## config.mk

```make
export PLATFORM = sky130hd
export DESIGN_NAME = uart_rx_param
export DESIGN_NICKNAME = d
export VERILOG_FILES = /design/src/rtl/uart_rx_param.sv
export SDC_FILE = /design/constraint.sdc
export NUM_CORES = 1
export LEC_CHECK = 0
export ABC_CLOCK_PERIOD_IN_PS = 5530
export CAP_MARGIN = 5
export CORE_AREA = 2 2 77 79
export DETAILED_ROUTE_END_ITERATION = 8
export DIE_AREA = 0 0 79 81
export SYNTH_ARGS = -nofsm -noshare
export SYNTH_HDL_FRONTEND = slang
export SYNTH_SLANG_ARGS = --single-unit
```

## constraint.sdc

```tcl
create_clock -name clk -period 5.53 [get_ports clk]
set_input_delay 0.553 -clock clk [delete_from_list [all_inputs] [get_ports clk]]
set_output_delay 0.553 -clock clk [all_outputs]
set_load 0.1 [all_outputs]
```

## src/rtl/uart_rx_param.sv

```systemverilog
// uart_rx_param
//   Parametrised UART receiver. Oversamples rx, decides each bit by a
//   2-of-3 majority around mid-bit, and reports clean frames, framing and
//   parity errors, and line breaks as one-cycle registered strobes.
// Ports:
//   clk         system clock, rising edge
//   reset_n     synchronous active-low reset
//   rx          asynchronous serial line, idles high
//   data        last received word (updated at every frame end)
//   valid       strobe: clean frame
//   frame_err   strobe: a stop bit sampled low
//   parity_err  strobe: parity mismatch
//   break_det   strobe: all-zero frame including stop bits
//   busy        high from start-bit detection until back in idle
//
// state         | meaning
// ST_IDLE       | line idle, waiting for a falling edge on rx_s
// ST_START      | validating the start bit at mid-bit
// ST_DATA       | receiving data bits, LSB first
// ST_PARITY     | receiving and checking the parity bit
// ST_STOP       | receiving stop bits, frame ends at the last one
// ST_BREAK_WAIT | break reported, waiting for the line to go high
module uart_rx_param #(
  parameter int CLK_FREQ   = 50_000_000,
  parameter int BAUD_RATE  = 38_400,
  parameter int OVERSAMPLE = 16,
  parameter int DATA_BITS  = 8,
  parameter int PARITY     = 0,
  parameter int STOP_BITS  = 1
) (
  input  logic                 clk,
  input  logic                 reset_n,
  input  logic                 rx,
  output logic [DATA_BITS-1:0] data,
  output logic                 valid,
  output logic                 frame_err,
  output logic                 parity_err,
  output logic                 break_det,
  output logic                 busy
);

  localparam int TICK_DIV = CLK_FREQ / (BAUD_RATE * OVERSAMPLE);
  localparam int TC_W     = (TICK_DIV > 2) ? $clog2(TICK_DIV) : 1;
  localparam int SC_W     = $clog2(OVERSAMPLE);
  localparam int IDX_W    = $clog2(DATA_BITS);

  localparam logic [TC_W-1:0]  TC_RELOAD = TC_W'(TICK_DIV - 1);
  localparam logic [SC_W-1:0]  S_EARLY   = SC_W'(OVERSAMPLE / 2 - 1);
  localparam logic [SC_W-1:0]  S_MID     = SC_W'(OVERSAMPLE / 2);
  localparam logic [SC_W-1:0]  S_LATE    = SC_W'(OVERSAMPLE / 2 + 1);
  localparam logic [SC_W-1:0]  S_LAST    = SC_W'(OVERSAMPLE - 1);
  localparam logic [IDX_W-1:0] LAST_IDX  = IDX_W'(DATA_BITS - 1);

  if (TICK_DIV < 2 || OVERSAMPLE < 8 || (OVERSAMPLE % 2) != 0 ||
      DATA_BITS < 5 || DATA_BITS > 9 || PARITY < 0 || PARITY > 2 ||
      STOP_BITS < 1 || STOP_BITS > 2) begin : g_param_check
    $error("uart_rx_param: parameter out of range");
  end

  typedef enum logic [2:0] {
    ST_IDLE, ST_START, ST_DATA, ST_PARITY, ST_STOP, ST_BREAK_WAIT
  } state_t;

  state_t               state;
  logic                 rx_m, rx_s;
  logic [1:0]           fill;       // marks when rx_s reflects the real line after reset
  logic                 armed;      // rx_s has been seen high in idle since reset
  logic [TC_W-1:0]      tick_cnt;
  logic [SC_W-1:0]      sample_cnt;
  logic                 s_a, s_b;
  logic [DATA_BITS-1:0] shift_reg;
  logic [IDX_W-1:0]     bit_index;
  logic                 stop_cnt;
  logic                 par_err_l, stop_fault, all_zero;

  logic tick, start_det, decide, maj;

  assign tick      = (tick_cnt == '0);
  assign start_det = (state == ST_IDLE) && armed && !rx_s;
  assign decide    = tick && (sample_cnt == S_LATE);
  assign maj       = (s_a & s_b) | (s_a & rx_s) | (s_b & rx_s);

  // Synchroniser, tick divider and sample capture.
  always_ff @(posedge clk) begin
    if (!reset_n) begin
      rx_m       <= 1'b1;
      rx_s       <= 1'b1;
      fill       <= 2'b00;
      tick_cnt   <= '0;
      sample_cnt <= '0;
      s_a        <= 1'b1;
      s_b        <= 1'b1;
    end else begin
      rx_m <= rx;
      rx_s <= rx_m;
      fill <= {fill[0], 1'b1};
      if (start_det) begin
        tick_cnt   <= '0;
        sample_cnt <= '0;
      end else begin
        tick_cnt <= tick ? TC_RELOAD : tick_cnt - 1'b1;
        if (tick)
          sample_cnt <= (sample_cnt == S_LAST) ? '0 : sample_cnt + 1'b1;
      end
      if (tick && sample_cnt == S_EARLY) s_a <= rx_s;
      if (tick && sample_cnt == S_MID)   s_b <= rx_s;
    end
  end

  always_ff @(posedge clk) begin
    if (!reset_n) begin
      state      <= ST_IDLE;
      armed      <= 1'b0;
      shift_reg  <= '0;
      bit_index  <= '0;
      stop_cnt   <= 1'b0;
      par_err_l  <= 1'b0;
      stop_fault <= 1'b0;
      all_zero   <= 1'b0;
      data       <= '0;
      valid      <= 1'b0;
      frame_err  <= 1'b0;
      parity_err <= 1'b0;
      break_det  <= 1'b0;
      busy       <= 1'b0;
    end else begin
      valid      <= 1'b0;
      frame_err  <= 1'b0;
      parity_err <= 1'b0;
      break_det  <= 1'b0;
      case (state)
        ST_IDLE: begin
          if (fill[1] && rx_s) armed <= 1'b1;
          if (start_det) begin
            state <= ST_START;
            busy  <= 1'b1;
          end
        end
        ST_START: begin
          if (decide) begin
            if (maj) begin
              state <= ST_IDLE;
              busy  <= 1'b0;
            end else begin
              state      <= ST_DATA;
              bit_index  <= '0;
              stop_cnt   <= 1'b0;
              par_err_l  <= 1'b0;
              stop_fault <= 1'b0;
              all_zero   <= 1'b1;
            end
          end
        end
        ST_DATA: begin
          if (decide) begin
            shift_reg[bit_index] <= maj;
            if (maj) all_zero <= 1'b0;
            if (bit_index == LAST_IDX)
              state <= (PARITY != 0) ? ST_PARITY : ST_STOP;
            else
              bit_index <= bit_index + 1'b1;
          end
        end
        ST_PARITY: begin
          if (decide) begin
            // XOR over data+parity must be 1 for odd, 0 for even.
            par_err_l <= (^shift_reg) ^ maj ^ (PARITY == 1);
            if (maj) all_zero <= 1'b0;
            state <= ST_STOP;
          end
        end
        ST_STOP: begin
          if (decide) begin
            if (stop_cnt == 1'(STOP_BITS - 1)) begin
              data <= shift_reg;
              if (all_zero && !maj) begin
                break_det <= 1'b1;
                state     <= ST_BREAK_WAIT;
              end else begin
                frame_err  <= stop_fault | ~maj;
                parity_err <= par_err_l;
                valid      <= !(stop_fault | ~maj) && !par_err_l;
                state      <= ST_IDLE;
                busy       <= 1'b0;
              end
            end else begin
              stop_cnt   <= 1'b1;
              stop_fault <= stop_fault | ~maj;
              if (maj) all_zero <= 1'b0;
            end
          end
        end
        ST_BREAK_WAIT: begin
          if (rx_s) begin
            state <= ST_IDLE;
            busy  <= 1'b0;
          end
        end
        default: begin
          state <= ST_IDLE;
          busy  <= 1'b0;
        end
      endcase
    end
  end

endmodule
```

After elaboration in Yosys (flattened, before gate mapping)
Cells that the tools add are included.
- register bits after elaboration: 49
- input bits: 3
- word-level logic and storage cells: 148
- $add $sub $neg: 3
- magnitude comparators: 2
- eq/ne operators: 24
- muxes and demuxes: 48
- bitwise gates (word level): 13
- reductions and logical operators: 35
- operators by type and width (cell ; count):
    2-to-1 mux 3 bit ; 13
    inequality test 2 bit (second input constant) ; 13
    2-to-1 mux 1 bit ; 23
    case mux 3 bit (6 select lines) ; 1
    AND reduction 8 bit ; 2
    equality test 4 bit (second input constant) ; 3
    AND reduction 5 bit ; 2
    equality test 3 bit (second input constant) ; 3
    logical AND 1 bit ; 9
    bitwise mux 8 bit ; 1
    AND reduction 4 bit ; 2
    parity 8 bit ; 1
    zero test 7 bit ; 1
    2-to-1 mux 7 bit ; 1
    subtractor 7 x 1 -> 7 bit (second input constant) ; 1
    equality test 3 x 2 -> 1 bit (second input constant) ; 2
    NOT 1 bit ; 6
    case mux 1 bit (2 select lines) ; 3
    case mux 3 bit (2 select lines) ; 1
    AND reduction 6 bit ; 1
    nonzero test 2 bit ; 3
    case mux 1 bit (5 select lines) ; 1
    OR reduction 5 bit ; 1
    adder 4 x 1 -> 4 bit (second input constant) ; 1
    other kinds (21) ; 30

Depth between registers and ports, before layout
Gate-level depths: netlist (run 1).
- depth after elaboration: 9
- gate-level depth with buffers: 8
- depth with buffers taken out: 7

Worst setup path after synthesis (run 1)
No wires, ideal clock.
- path type: register to register
- from: register tick_cnt[3]
- to: register shift_reg[0]
- setup time: 0.131 ns
- arrival time: 1.705 ns
- slack: 3.694 ns
- cell stages (with the launch flop): 7
- clock period less this slack: 1.836 ns
- cell sequence: dfxtp_1 nor4_4 nand4_4 or3_1 buf_6 o311ai_1 o41ai_1
- longest elaborated chain between the ends: 3
- ends and longest elaborated chain (element ; RTL line ; RTL):
    start, declared ; 68 ; logic [TC_W-1:0] tick_cnt;
    start signal, assigned ; 101 ; tick_cnt <= tick ? TC_RELOAD : tick_cnt - 1'b1;
    zero test 7 bit ; 78 ; assign tick = (tick_cnt == '0);
    logical AND 1 bit ; 80 ; assign decide = tick && (sample_cnt == S_LATE);
    AND reduction 2 bit (no source line) ; n/a ;
    end signal, assigned by index ; 156 ; shift_reg[bit_index] <= maj;
    end, declared ; 71 ; logic [DATA_BITS-1:0] shift_reg;
No other way between the ends.
A chain may end at the register's enable or synchronous reset.

Worst setup path after layout (run 1)
- from: input reset_n
- to: register valid
- longest elaborated chain between the ends: 2
- ends and longest elaborated chain (element ; RTL line ; RTL):
    start, declared ; 32 ; input logic reset_n,
    NOT 1 bit (no source line) ; n/a ;
    OR reduction 5 bit (no source line) ; n/a ;
    end signal, assigned ; 182 ; valid <= !(stop_fault | ~maj) && !par_err_l;
    end, declared ; 35 ; output logic valid,
No other way between the ends.

==> results_dict.tcl, run 1 <==
set metrics [dict create \
    grt_setup_unrepaired "false" \
    cp_data_arrival_time_ns 2.84 \
    cts_hold_buffers 0 \
    clkSlewWorstSetupHoldPaths_ns 0.09 \
    slowest_stage "clkdlybuf4s50_1" \
    setup.worst_path.end_class "flip-flop" \
    routedWlPerCell_um 11.7 \
    synth.cells.most_frequent "dfxtp_1, nand2_1, nor2_1" \
    floorplan.io_pins 16 \
    max_freq_mhz 380 \
    synthesis.area_um2 2220 \
    dr.pass1.iters 4 \
    max_slew_margin_pct 35.2 \
    path_max_fanout 22 \
    number_of_drc_violations_after_detailed_routing 0 \
    ys_seq_area_share_pct 43.2 \
    clkLatencyLatePin_ns 0.30 \
    holdCritPathClass "reg -> reg" \
    synth_fp_nets 266 \
    synthesis.area_per_instance_um2 8.69 \
    gp_congestion 0.721 \
    register_bit_total_from_synthesis 48 \
    ant_nets 0 \
    post-synth-top-area-cell "dfxtp_1" \
    grt.overflow.total 0 \
    number_of_global_route_vias_before_repair 1552 \
    finalWirelength_mm 3.99 \
    critical_path_required_ns 5.74 \
    finalHoldViolCount 0 \
    post_synth_edffs 0 \
    power_density_nw_per_um2 315 \
    grt_max_degree 23 \
    run_status "complete, no violations" \
    tritoncts "yes" \
    ctsRootBufferMaster "clkbuf_8" \
    crit_path_max_incr_delay_ns 0.97 \
    ys_async_sr_fraction_pct 0 \
    final_min_period_over_clock_period_pct 47.6 \
    antenna_violations_before_repair 0 \
    fp.dieArea_um2 6400 \
    place.detailed.hpwl_mm 2.79 \
    drt_first_iter_violations 79 \
    cts_made_buffers 5 \
    core.rowCount 28 \
    tritoncts_num_sinks 48 \
    register_area_um2 961 \
    core_area_um2 5680 \
    post_synth_inst_count 256 \
    number_of_i_o_port_buffers 15 \
    design.final.nets 275 \
    synth.lib_cells_used.distinct 48 \
    ys.warnings.count 0 \
    area_growth_syn_to_layout_pct 12.5 \
    synth.area.top_cells "dfxtp_1, nand2_1, nor2_1" \
    grt_pass1_wl_mm 7.14 \
    n_antenna_cell 0 \
    leakagePower_nw 0.870 \
    worst_slew_pin_slew_ns 0.969 \
    max_cap_violations 0 \
    final.fill_count 584 \
    clk_skew_ns 0.0145 \
    setup_violations 0 \
    startpoint_type "input pin" \
    die_width_um 79 \
    critical_path.cell_chain "clkdlybuf4s50_1 > inv_1 > or3_1 > nor4b_1" \
    multiInputGateArea_um2 1170 \
    initial_util_pct 39.2 \
    htreeDepth 2 \
    fin_setup_tns_ns 0 \
    yosys_most_used_dff "dfxtp_1" \
    via_count 1678 \
    final_max_slew_viol_count 0 \
    groute.usage.overall_pct 14.0 \
    ctsLongestPathBuffers 2 \
    layout-drive-gt1-share_pct 5.64 \
    total_power_mw 0.787 \
    peakVddDrop_uv 119 \
    final.min_clock_period_ns 2.63 \
    post-cts-setup-buffers 0 \
    post_drt_via_cell_ratio 4.92 \
    synth_top_area_share_pct 43.2 \
    yosysMostFrequentCell "dfxtp_1" \
    die_height_um 81 \
    cts.repair.resized 0 \
    critPathKind "in -> reg" \
]
kinds of logic (layout without fill, tap and decap cells):
kind of cell / count (synthesis) / in the layout / synth area share, %
compound gates: 39 / 39 / 11.3
buf+inv: 23 / 33 / 4.33
flops: 48 / 48 / 43.2
fa+ha+maj: 8 / 8 / 4.39
xor+xnor: 15 / 15 / 5.91
simple gates: 113 / 113 / 26.4
mux: 10 / 10 / 4.50
layout by cell type, fill, tap and decap left out, types with 3 or more instances in the layout:
master	n
nand3_1	4
nand2_1	37
xnor2_1	12
a21oi_1	19
clkdlybuf4s50_1	15
nor2_1	31
and2_1	3
nor3_1	3
or3_1	6
mux2i_1	10
a31oi_1	3
nand2b_1	10
inv_1	10
xor2_1	3
dfxtp_1	48
nor2b_1	3
clkbuf_8	6
ha_1	7
worst max-delay path, delay by kind of cell:
| family | cells | cell delay (ns) |
|---|---|---|
| and+or+nand+nor | 2 | 0.82 |
| buffers and inverters | 2 | 1.45 |
worst paths after layout:
kind                               start               end  slack, ns  cells after the start
hold reg to reg          rx_m$_SDFF_PN1_   rx_s$_SDFF_PN1_       0.41                      1
hold / removal           rx_m$_SDFF_PN1_   rx_s$_SDFF_PN1_       0.41                      1
setup / recovery                 reset_n  valid$_SDFF_PP0_       2.90                      4
setup reg to reg  tick_cnt[3]$_SDFF_PP0_  valid$_SDFF_PP0_       3.36                      5
per-layer routing:
| layer | vias up | global-route usage [%] | wire length (um) |
|---|---|---|---|
| met4 | 0 | 5.17 | 61 |
| met5 | - | 0 | 0 |
| met2 | 18 | 22.4 | 1750 |
| li1 | 883 | - | - |
| met3 | 5 | 3.67 | 103 |
| met1 | 772 | 18.4 | 2070 |
final cells by class:
type                       count  area share [%]
clock inverter                 2           0.400
clock buffer                   6            3.30
sequential                    48            38.4
tap                           75            3.75
inverter                      10            1.50
multi-input combinational    185            46.6
timing repair buffer          15            6.00
through the flow:
step | std cells | area [um2] | hold WS (ns) | setup slack [ns] | utilization (%)
floorplan | 256 | 2220 | 0.386 | 3.69 | -
global placement | 333 | 2410 | 0.391 | 2.59 | 42.4
detailed placement | 333 | 2410 | 0.393 | 2.52 | 42.4
CTS | 341 | 2500 | 0.411 | 2.86 | 44.1
global route | 341 | 2500 | 0.448 | 2.66 | 44.1
finish | 341 | 2500 | 0.408 | 2.90 | 44.1
power by group:
part	switching [mW]	total, mW	internal, mW
combinational	0.0925	0.166	0.0736
sequential	0.0321	0.407	0.374
clock	0.114	0.214	0.0999
total	0.239	0.787	0.548
(Power assumes the default switching activity.)
==> inputs of run 2 (changes only) <==
- ABC_CLOCK_PERIOD_IN_PS: 5530 -> 2700
- clock period: 5.53 -> 2.7 ns (I/O delays scaled with it)
==> run 2 against run 1 <==
  * Combinational power up 110%
  * Register-to-register slack worse by 2.8 ns
  * Clock-buffer cell count unchanged
  * Critical path depth up 3
  * Via count down 0.24%
  * Highest routed layer unchanged
==> results_dict.tcl, run 2 (same netlist as run 1, synthesis figures left out) <==
set metrics [dict create \
    critPathKind "reg -> reg" \
    antenna_violations_before_repair 0 \
    post-cts-setup-buffers 0 \
    number_of_global_route_vias_before_repair 1548 \
    htreeDepth 2 \
    power_density_nw_per_um2 649 \
    leakagePower_nw 0.912 \
    area_growth_syn_to_layout_pct 12.0 \
    drt_first_iter_violations 66 \
    core.rowCount 28 \
    critical_path.cell_chain "inv_1 > ha_1 > nor2b_1 > and2_1 > nand3_1 > or3_1 > nor4b_1" \
    grt_pass1_wl_mm 6.96 \
    final_worst_hold_slack_ns 0.413 \
    holdCritPathClass "reg -> reg" \
    finalHoldViolCount 0 \
    dr.pass1.iters 4 \
    setup_violations 0 \
    grt_max_degree 22 \
    critical_path.top_delay_family "simple AND/OR/NAND/NOR gates" \
    critical_path_required_ns 2.90 \
    peakVddDrop_uv 298 \
    cts_hold_buffers 0 \
    layout_commonest_cell "dfxtp_1" \
    tritoncts_num_sinks 48 \
    core_area_um2 5680 \
    timing.critical_path.buf_inv 1 \
    cp_data_arrival_time_ns 2.32 \
    via_count 1674 \
    grt.met1_usage_pct 17.9 \
    run_status "complete, no violations" \
    routedWlPerCell_um 11.6 \
    slowest_stage "or3_1" \
    use_met3_pct 3.44 \
    place.detailed.hpwl_mm 2.85 \
    cts.repair.resized 0 \
    n_antenna_cell 0 \
    path_max_fanout 11 \
    layout-drive-gt1-share_pct 11.5 \
    finalWirelength_mm 4.01 \
    fp.dieArea_um2 6400 \
    max_cap_violations 0 \
    die_width_um 79 \
    grt-busiest-layer "met2" \
    max_freq_mhz 471 \
    grt_setup_unrepaired "false" \
    ctsLongestPathBuffers 2 \
    tritoncts "yes" \
    clkLatencyLatePin_ns 0.30 \
    final.fill_count 573 \
    startpoint_type "flip-flop" \
    layout_common_cells "dfxtp_1, nand2_1, nor2_1" \
    initial_util_pct 39.2 \
    number_of_drc_violations_after_detailed_routing 0 \
    design.final.nets 278 \
    crit_path_max_incr_delay_ns 0.39 \
    grt.overflow.total 0 \
    setup.worst_path.end_class "flip-flop" \
    number_of_i_o_port_buffers 15 \
    final_min_period_over_clock_period_pct 78.7 \
    fin_setup_tns_ns 0 \
    max_slew_margin_pct 66.5 \
    groute.usage.overall_pct 13.6 \
    clk_skew_ns 0.00700 \
    final.min_clock_period_ns 2.12 \
    grt_met2_use_pct 22.0 \
    cts_made_buffers 5 \
    final_max_slew_viol_count 0 \
    floorplan.io_pins 16 \
    post_drt_via_cell_ratio 4.87 \
    die_height_um 81 \
    ant_nets 0 \
    worst_slew_pin_slew_ns 0.503 \
    gp_congestion 0.762 \
    ctsRootBufferMaster "clkbuf_8" \
    clkSlewWorstSetupHoldPaths_ns 0.08 \
]
[run 2: report_power, final]
part | internal [mW] | switching [mW] | leakage [nW]
logic | 0.153 | 0.199 | 0.471
clock network | 0.205 | 0.228 | 0.0510
registers | 0.767 | 0.0651 | 0.390
total | 1.12 | 0.492 | 0.912
[run 2: through the flow]
stage	worst slack, ns	instance area (um2)	cells	util [%]	power, mW
2_1_floorplan	0.864	2220	256	-	1.14
3_3_place_gp	0.694	2400	336	42.3	1.20
3_5_place_dp	0.595	2400	336	42.3	1.20
4_1_cts	0.593	2490	344	43.9	1.64
5_1_grt	0.390	2490	344	43.9	1.72
6_report	0.576	2490	344	43.9	1.62
[run 2: worst register-to-register path, stage by stage (launching register included)]
cell	delay, ns
dfxtp_1	0.33
inv_1	0.08
ha_1	0.15
nor2b_1	0.25
and2_1	0.37
nand3_1	0.16
or3_1	0.39
nor4b_1	0.30
[run 2: cell type report]
cell class / count / area (um2) / area share [%]
Clock buffer: 6 / 82.6 / 3.31
Clock inverter: 2 / 10.0 / 0.402
Inverter: 10 / 37.5 / 1.51
Multi-Input combinational cell: 185 / 1170 / 46.8
Sequential cell: 48 / 961 / 38.6
Tap cell: 75 / 93.8 / 3.77
Timing Repair Buffer: 18 / 140 / 5.63
[run 2: final timing paths]
kind | start | to | slack, ns | cells after the start
setup / recovery | tick_cnt[0]$_SDFF_PP0_ | valid$_SDFF_PP0_ | 0.58 | 7
hold reg to reg | rx_m$_SDFF_PN1_ | rx_s$_SDFF_PN1_ | 0.41 | 1
hold / removal | rx_m$_SDFF_PN1_ | rx_s$_SDFF_PN1_ | 0.41 | 1
setup reg to reg | tick_cnt[0]$_SDFF_PP0_ | valid$_SDFF_PP0_ | 0.58 | 7
[run 2: layer usage]
metal  routed length (um)  share of wire (%)
met4                   34               0.85
met3                  130                3.2
met2                 1810                 45
met1                 2030                 51
met5                    0                  0
==> inputs of run 3 (changes only) <==
- ABC_CLOCK_PERIOD_IN_PS: 2700 -> 2050
- clock period: 2.7 -> 2.05 ns (I/O delays scaled with it)
==> run 3 against run 2 <==
  * Combinational power is 44% higher
  * Register-to-register slack lost 0.41 ns
  * Sequential power grew 30%
  * Largest power group unchanged
  * Clock skew increased by 0.0057 ns
  * Sequential cell count is the same
  * Sequential share of layout area is 1.4 points lower
  * Clock power grew 31%
  * Die area unchanged
  * Setup slack worse by 0.41 ns
  * Final area rose by 3.8%
  * Critical path depth rose by 1
  * First-iteration DRC count shrank 27%
==> results_dict.tcl, run 3 (same netlist as run 1, synthesis figures left out) <==
set metrics [dict create \
    ant_nets 0 \
    dpl-instance-area_um2 2490 \
    netSwitchingFraction_pct 31.3 \
    critPathKind "reg -> reg" \
    clkLatencyLatePin_ns 0.31 \
    max_cap_violations 0 \
    max_freq_mhz 530 \
    dr.pass1.iters 4 \
    place.detailed.hpwl_mm 2.96 \
    gp_congestion 0.756 \
    layout_common_cells "dfxtp_1, nand2_1, nor2_1" \
    ctsLongestPathBuffers 2 \
    via_count 1737 \
    peakVddDrop_uv 342 \
    number_of_global_route_vias_before_repair 1621 \
    grt_max_degree 22 \
    netSwitchingPower_mw 0.676 \
    core_area_um2 5680 \
    number_of_i_o_port_buffers 15 \
    run_status "complete, no violations" \
    cell_internal_pwr_mw 1.48 \
    final_min_period_over_clock_period_pct 92.1 \
    max_slew_margin_pct 70.5 \
    slowest_stage "dfxtp_1" \
    final.min_clock_period_ns 1.89 \
    drt_first_iter_violations 48 \
    power_frac_comb_pct 23.4 \
    grt_pass1_wl_mm 7.43 \
    routedWlPerCell_um 11.7 \
    clkSlewWorstSetupHoldPaths_ns 0.08 \
    path_max_fanout 6 \
    cts_made_buffers 5 \
    startpoint_type "flip-flop" \
    grt_setup_unrepaired "false" \
    groute.usage.overall_pct 14.7 \
    setup_violations 0 \
    tritoncts_num_sinks 48 \
    finalWirelength_mm 4.16 \
    fp.dieArea_um2 6400 \
    n_antenna_cell 0 \
    grt.overflow.total 0 \
    critical_path.cell_chain "inv_1 > ha_1 > nor2b_1 > nand4_4 > buf_4 > nand2b_1 > or3_1 > a21oi_1" \
    ctsRootBufferMaster "clkbuf_8" \
    htreeDepth 2 \
    die_height_um 81 \
    dpl_worst_slack_ns 0.115 \
    crit_path_max_incr_delay_ns 0.33 \
    floorplan.io_pins 16 \
    initial_util_pct 39.2 \
    power.share.sequential_pct 50.2 \
    post_drt_via_cell_ratio 4.88 \
    worst_slew_pin_slew_ns 0.439 \
    layout_commonest_cell "dfxtp_1" \
    design.final.nets 290 \
    number_of_drc_violations_after_detailed_routing 0 \
    critical_path_required_ns 2.28 \
    final_max_slew_viol_count 0 \
    area_growth_syn_to_layout_pct 16.3 \
    pwr-share-clk_pct 26.3 \
    clk_skew_ns 0.0127 \
    holdCritPathClass "reg -> reg" \
    timing.critical_path.buf_inv 2 \
    tritoncts "yes" \
    cp_data_arrival_time_ns 2.12 \
    die_width_um 79 \
    power_density_nw_per_um2 835 \
    fin_setup_tns_ns 0 \
    critical_path.top_delay_family "simple AND/OR/NAND/NOR gates" \
    final_worst_hold_slack_ns 0.419 \
    antenna_violations_before_repair 0 \
    final.fill_count 576 \
    core.rowCount 28 \
    post_layout_inst_area_um2 2590 \
    finalHoldViolCount 0 \
    leakagePower_nw 0.962 \
    final_critical_path_setup_slack_ns 0.162 \
    setup.worst_path.end_class "flip-flop" \
    utilization_pct 45.6 \
    post-cts-setup-buffers 0 \
    layout-drive-gt1-share_pct 15.7 \
]
[run 3: cell count changes in the layout (fill, tap and decap cells not counted), sizes merged]
| cell | before | now |
|---|---|---|
| clkinv | 2 | 1 |
| buf | 16 | 28 |
| clkbuf | 6 | 5 |
| clkinvlp | 0 | 2 |
[run 3: worst paths after layout]
path / from / end / slack, ns / depth (start not counted)
max: tick_cnt[0]$_SDFF_PP0_ / bit_index[1]$_SDFFE_PN0P_ / 0.16 / 8
min: rx_m$_SDFF_PN1_ / rx_s$_SDFF_PN1_ / 0.42 / 1
max reg2reg: tick_cnt[0]$_SDFF_PP0_ / bit_index[1]$_SDFFE_PN0P_ / 0.16 / 8
min reg2reg: rx_m$_SDFF_PN1_ / rx_s$_SDFF_PN1_ / 0.42 / 1
[run 3: what timing repair did]
| item | 4_1_cts | 5_1_grt |
|---|---|---|
| hold buffers | 0 | 0 |
| setup endpoints to repair | 0 | 2 |
| gates resized for setup | 0 | 1 |
[run 3: metal layers]
metal / vias to the layer above / GRT usage, % / share of wire (%)
met5: - / 0 / 0
met4: 0 / 6.03 / 1.2
met3: 5 / 3.89 / 2.6
met2: 16 / 22.6 / 45
met1: 800 / 19.6 / 52
li1: 916 / - / -
[run 3: worst register-to-register path, cell delays in order (launching register included)]
cell and delay [ns]:
dfxtp_1 0.33, inv_1 0.08, ha_1 0.15, nor2b_1 0.24, nand4_4 0.15, buf_4 0.19, nand2b_1 0.20, or3_1 0.33
a21oi_1 0.15
[run 3: power groups by stage]
stage | registers, mW | clock network, mW | logic, mW
after floorplan | 1.10 | 0 | 0.403
after global routing | 1.10 | 0.631 | 0.588
after detailed placement | 1.11 | 0 | 0.510
final | 1.08 | 0.568 | 0.506
after CTS | 1.08 | 0.592 | 0.513
after global placement | 1.10 | 0 | 0.503
[run 3: layout make-up]
class,count,area [um2],share of cell area [%]
Clock buffer,5,68.8,2.66
Multi-Input combinational cell,185,1170,45.3
Inverter,10,37.5,1.45
Timing Repair Buffer,30,230,8.90
Clock inverter,3,23.8,0.919
Tap cell,75,93.8,3.63
Sequential cell,48,961,37.2
[run 3: metrics by stage]
| step | cells | total power, mW |
|---|---|---|
| after floorplan | 256 | 1.50 |
| after global placement | 348 | 1.61 |
| after CTS | 356 | 2.19 |
| after detailed placement | 348 | 1.62 |
| final | 356 | 2.16 |
| after global routing | 356 | 2.32 |
